**src/rtl/dec_cs_seq.sv**
```systemverilog
// Registered one-hot chip-select sequencer: latches a select code and a wait count, then holds one cs for wait+1 cycles and acks.
// Optional macro DEC_CS_ACTIVE_LOW_EN makes cs active-low (74x138 sense); busy/ack/err stay active-high.
module dec_cs_seq #(
    parameter int unsigned SEL_W  = 5,
    parameter int unsigned N_OUT  = 32,
    parameter int unsigned WAIT_W = 3
) (
    input  logic              clk,
    input  logic              rst_n,
    input  logic              req,
    input  logic [SEL_W-1:0]  sel,
    input  logic [WAIT_W-1:0] wait_cyc,
    input  logic              abort,
    output logic [N_OUT-1:0]  cs,
    output logic              busy,
    output logic              ack,
    output logic              err
);

    localparam logic [1:0] S_IDLE   = 2'd0;
    localparam logic [1:0] S_ACTIVE = 2'd1;
    localparam logic [1:0] S_GAP    = 2'd2;

`ifdef DEC_CS_ACTIVE_LOW_EN
    localparam logic [N_OUT-1:0] CS_OFF = '1;
`else
    localparam logic [N_OUT-1:0] CS_OFF = '0;
`endif

    logic [1:0]        state_q, state_d;
    logic [WAIT_W-1:0] cnt_q, cnt_d;
    logic [N_OUT-1:0]  cs_q, cs_d;
    logic              busy_q, busy_d;
    logic              ack_q, ack_d;
    logic              err_q, err_d;
    logic [N_OUT-1:0]  dec_c;
    logic              sel_ok_c;

    // One-hot decode of the incoming select code (active-high internally)
    always_comb begin
        dec_c = '0;
        for (int unsigned i = 0; i < N_OUT; i++) begin
            if (sel == SEL_W'(i)) begin
                dec_c[i] = 1'b1;
            end
        end
    end

    assign sel_ok_c = ({1'b0, sel} < (SEL_W+1)'(N_OUT));

    // State and registered outputs; reset drops cs asynchronously
    always_ff @(posedge clk or negedge rst_n) begin
        if (!rst_n) begin
            state_q <= S_IDLE;
            cnt_q   <= '0;
            cs_q    <= CS_OFF;
            busy_q  <= 1'b0;
            ack_q   <= 1'b0;
            err_q   <= 1'b0;
        end else begin
            state_q <= state_d;
            cnt_q   <= cnt_d;
            cs_q    <= cs_d;
            busy_q  <= busy_d;
            ack_q   <= ack_d;
            err_q   <= err_d;
        end
    end

    // Next state plus next output values; outputs reflect the state being entered
    always_comb begin
        state_d = state_q;
        cnt_d   = cnt_q;
        cs_d    = CS_OFF;
        busy_d  = 1'b0;
        ack_d   = 1'b0;
        err_d   = 1'b0;
        case (state_q)
            S_IDLE: begin
                if (req) begin
                    if (sel_ok_c) begin
                        state_d = S_ACTIVE;
                        cnt_d   = wait_cyc;
                        cs_d    = dec_c ^ CS_OFF;
                        busy_d  = 1'b1;
                        ack_d   = (wait_cyc == '0);
                    end else begin
                        ack_d = 1'b1;
                        err_d = 1'b1;
                    end
                end
            end
            S_ACTIVE: begin
                busy_d = 1'b1;
                if (abort) begin
                    // abort sampled on the edge that would raise ack suppresses it
                    state_d = S_GAP;
                    cnt_d   = '0;
                end else if (cnt_q == '0) begin
                    state_d = S_GAP;
                end else begin
                    cnt_d = cnt_q - WAIT_W'(1);
                    cs_d  = cs_q;
                    ack_d = (cnt_q == WAIT_W'(1));
                end
            end
            S_GAP: begin
                state_d = S_IDLE;
            end
            default: begin
                state_d = S_IDLE;
                cnt_d   = '0;
            end
        endcase
    end

    assign cs   = cs_q;
    assign busy = busy_q;
    assign ack  = ack_q;
    assign err  = err_q;

endmodule

```
**config.mk**
```make
export PLATFORM = sky130hd
export DESIGN_NAME = dec_cs_seq
export DESIGN_NICKNAME = d
export VERILOG_FILES = /design/src/rtl/dec_cs_seq.sv
export SDC_FILE = /design/constraint.sdc
export NUM_CORES = 1
export LEC_CHECK = 0
export ABC_AREA = 1
export CAP_MARGIN = 20
export CELL_PAD_IN_SITES_DETAIL_PLACEMENT = 1
export CELL_PAD_IN_SITES_GLOBAL_PLACEMENT = 1
export CORE_MARGIN = 2
export CORE_UTILIZATION = 37
export DETAILED_ROUTE_END_ITERATION = 10
export GPL_ROUTABILITY_DRIVEN = 0
export PLACE_DENSITY = 0.91
export RECOVER_POWER = 50
export SYNTH_ARGS = -nofsm -noshare
export SYNTH_HDL_FRONTEND = slang
export SYNTH_SLANG_ARGS = --single-unit
```
**constraint.sdc**
```tcl
create_clock -name clk -period 2.45 [get_ports clk]
set_input_delay 0.49 -clock clk [delete_from_list [all_inputs] [get_ports clk]]
set_output_delay 0.49 -clock clk [all_outputs]
set_load 0.01 [all_outputs]
```
==> results_dict.tcl <==
set metrics [dict create \
    status "complete, no violations" \
    initial_core_util 0.378 \
    irDropWorstVdd_mv 0.244 \
    critPathKind "reg -> reg" \
    place_inst 314 \
    synth_area_mm2 0.00176 \
    routedWlPerCell_um 13.5 \
    fin_area_mm2 0.00231 \
    crit_cells 8 \
    remaining_drc_errors 0 \
    antenna_found_initial 0 \
    path_clk_slew_ns 0.08 \
    drt_iter0_markers 63 \
    reg2regPathDepth 8 \
    cts_tree "done" \
    ctsHoldBuffers 0 \
    cts_made_buffers 5 \
    ioPinCount 47 \
    fmax_ghz 0.549 \
    n_antenna_cell 0 \
    cts_setup_buffers 0 \
    reg2reg_slack_ns 0.63 \
    cp.required_ns 2.66 \
    p_leak_uw 0.00117 \
    utilization 0.497 \
    hpwl_um 3170 \
    synth_top_area_cell "dfrtp_1" \
    drive_gt1_frac 0.0709 \
    dr.pass1.iters 4 \
    tns_ns 0 \
    cp_max_fo 33 \
    rsz0062_at_grt "no" \
    routed_wl_um 4350 \
    placed_area_mm2 0.00224 \
    syn_to_final_growth_pct 31.5 \
    cp.arrival_ns 2.03 \
    grt_pass1_vias 1630 \
    worstPathCellList "inv_1 > ha_1 > nand2_1 > inv_1 > nor2_4 > clkbuf_2 > nand2_1 > o21ai_0" \
    ys_seq_area_frac 0.554 \
    grt_pass1_wl_um 7510 \
    core_area_mm2 0.00466 \
    r2r_start "cnt_q[0]$_DFFE_PN0P_" \
    clock_skew_ns 0.00491 \
    r2r-end "cs[26]$_DFFE_PN0P_" \
    fin_cells 322 \
    cap_violations 0 \
    die_w_um 73.0 \
    die_area_mm2 0.00533 \
    avgSynthCellArea_um2 8.08 \
    synth-edff-count 0 \
    worstSetupStartpointType "flop" \
    yosysWarnings 0 \
    fin_nets 282 \
    antenna_left 0 \
    grt_overflow_total 0 \
    cts.sinks 39 \
    powerDensity_mw_per_mm2 698 \
    relSlewSlack 0.370 \
    finalHoldViolations 0 \
    vias_per_cell 4.80 \
    worstHoldPathType "in -> async" \
    critPathLaunch "cnt_q[0]$_DFFE_PN0P_" \
    synth_nets 233 \
    grt.total_usage 0.183 \
    portBuffers 45 \
    crit_family "buffers and inverters" \
    synth-seq-cells 39 \
    h-tree-depth 2 \
    period_needed_ns 1.82 \
    die_y_um 73.0 \
    synthFlopType "dfrtp_1" \
    clockBufferDepth 2 \
    finalSetupViolCount 0 \
    clk_latency_ns 0.29 \
    worst_pin_slew_ns 0.946 \
    cpPeakStageDelay_ns 0.51 \
    clockRootBuffer "clkbuf_8" \
    setup.worst_path.end_class "flop" \
    drv_slew 0 \
    via_count 1544 \
    async_flop_share 1.00 \
    synth_cells 218 \
    synth_area_leaders "dfrtp_1 (55%), nand2_1 (22%), o21ai_0 (4.3%), nor2_1 (3.8%), inv_1 (3.0%)" \
    synth_top_area_frac 0.554 \
    rows 25 \
    ys_types 16 \
    grt_max_degree 40 \
    cts_resized 0 \
    crit_path_top_delay_cell "clkbuf_2" \
    path_buf_inv 3 \
    finalCritPeriodShare 0.743 \
]
flip-flops by register name (all words and copies together) (netlist names):
name / count
cs: 32
cnt_q: 3
state_q: 2
busy: 1
ack: 1
placed cells by master, fill, tap and decap left out:
cell and count:
nand2_1 105, clkdlybuf4s50_1 43, dfrtp_1 39, nor2_1 19, o21ai_0 15, inv_1 14, nand3_1 6, clkbuf_8 5
inv_2 4, nand2_2 3, ha_1 3, nor3_1 2, clkbuf_2 2, nor2_2 1, nand3_2 1, nor2_4 1
conb_1 1, clkbuf_1 1, clkinv_2 1, clkinvlp_4 1, dlygate4sd3_1 1
routing by layer:
metal | GRT usage | part of all wire
met5 | 0 | 0
met4 | 0.0844 | 0.021
met3 | 0.0359 | 0.049
met2 | 0.296 | 0.48
met1 | 0.236 | 0.45
cell usage after synthesis, types with 2 or more instances:
cell type / number
ha_1: 3
dfrtp_1: 39
nand2_1: 103
nand2_2: 5
inv_2: 4
inv_1: 14
nor2_2: 2
nor3_1: 2
buf_6: 3
o21ai_0: 15
nand3_1: 6
nor2_1: 18
power breakdown:
group	switching, µW	internal [µW]
Sequential	49.4	699
Clock	225	199
Combinational	296	149
how the worst max path moves through the flow:
stage                                     to
after global placement     cs[9]$_DFFE_PN0P_
after CTS                             cs[23]
after global routing       cs[8]$_DFFE_PN0P_
final                     cs[26]$_DFFE_PN0P_
after detailed placement  cs[26]$_DFFE_PN0P_
after floorplan           cs[10]$_DFFE_PN0P_
logic make-up after synthesis:
family                     count (synthesis)  share of synthesized area
AOI/OAI and AO/OA                         15                     0.0426
adders and majority gates                  3                     0.0213
buffers and inverters                     22                     0.0618
DFF                                       39                      0.554
other                                      1                    0.00213
and+or+nand+nor                          138                      0.318
area by class of cell:
class                      instances  area, µm²
clock buffer                       6       72.6
clock inverter                     2       12.5
fill                             575       2350
inverter                          18       67.6
multi-input combinational        157        668
sequential                        39        976
tap                               54       67.6
timing repair buffer              46        450
through the flow:
step	hold slack (ns)	total power [µW]	setup slack, ns
global placement	0.467	1190	0.668
global route	0.423	1730	0.428
floorplan	0.194	1070	1.20
detailed placement	0.465	1220	0.586
CTS	0.334	1650	0.731
finish	0.326	1620	0.629
No activity file was read; power rests on OpenSTA's default activity.
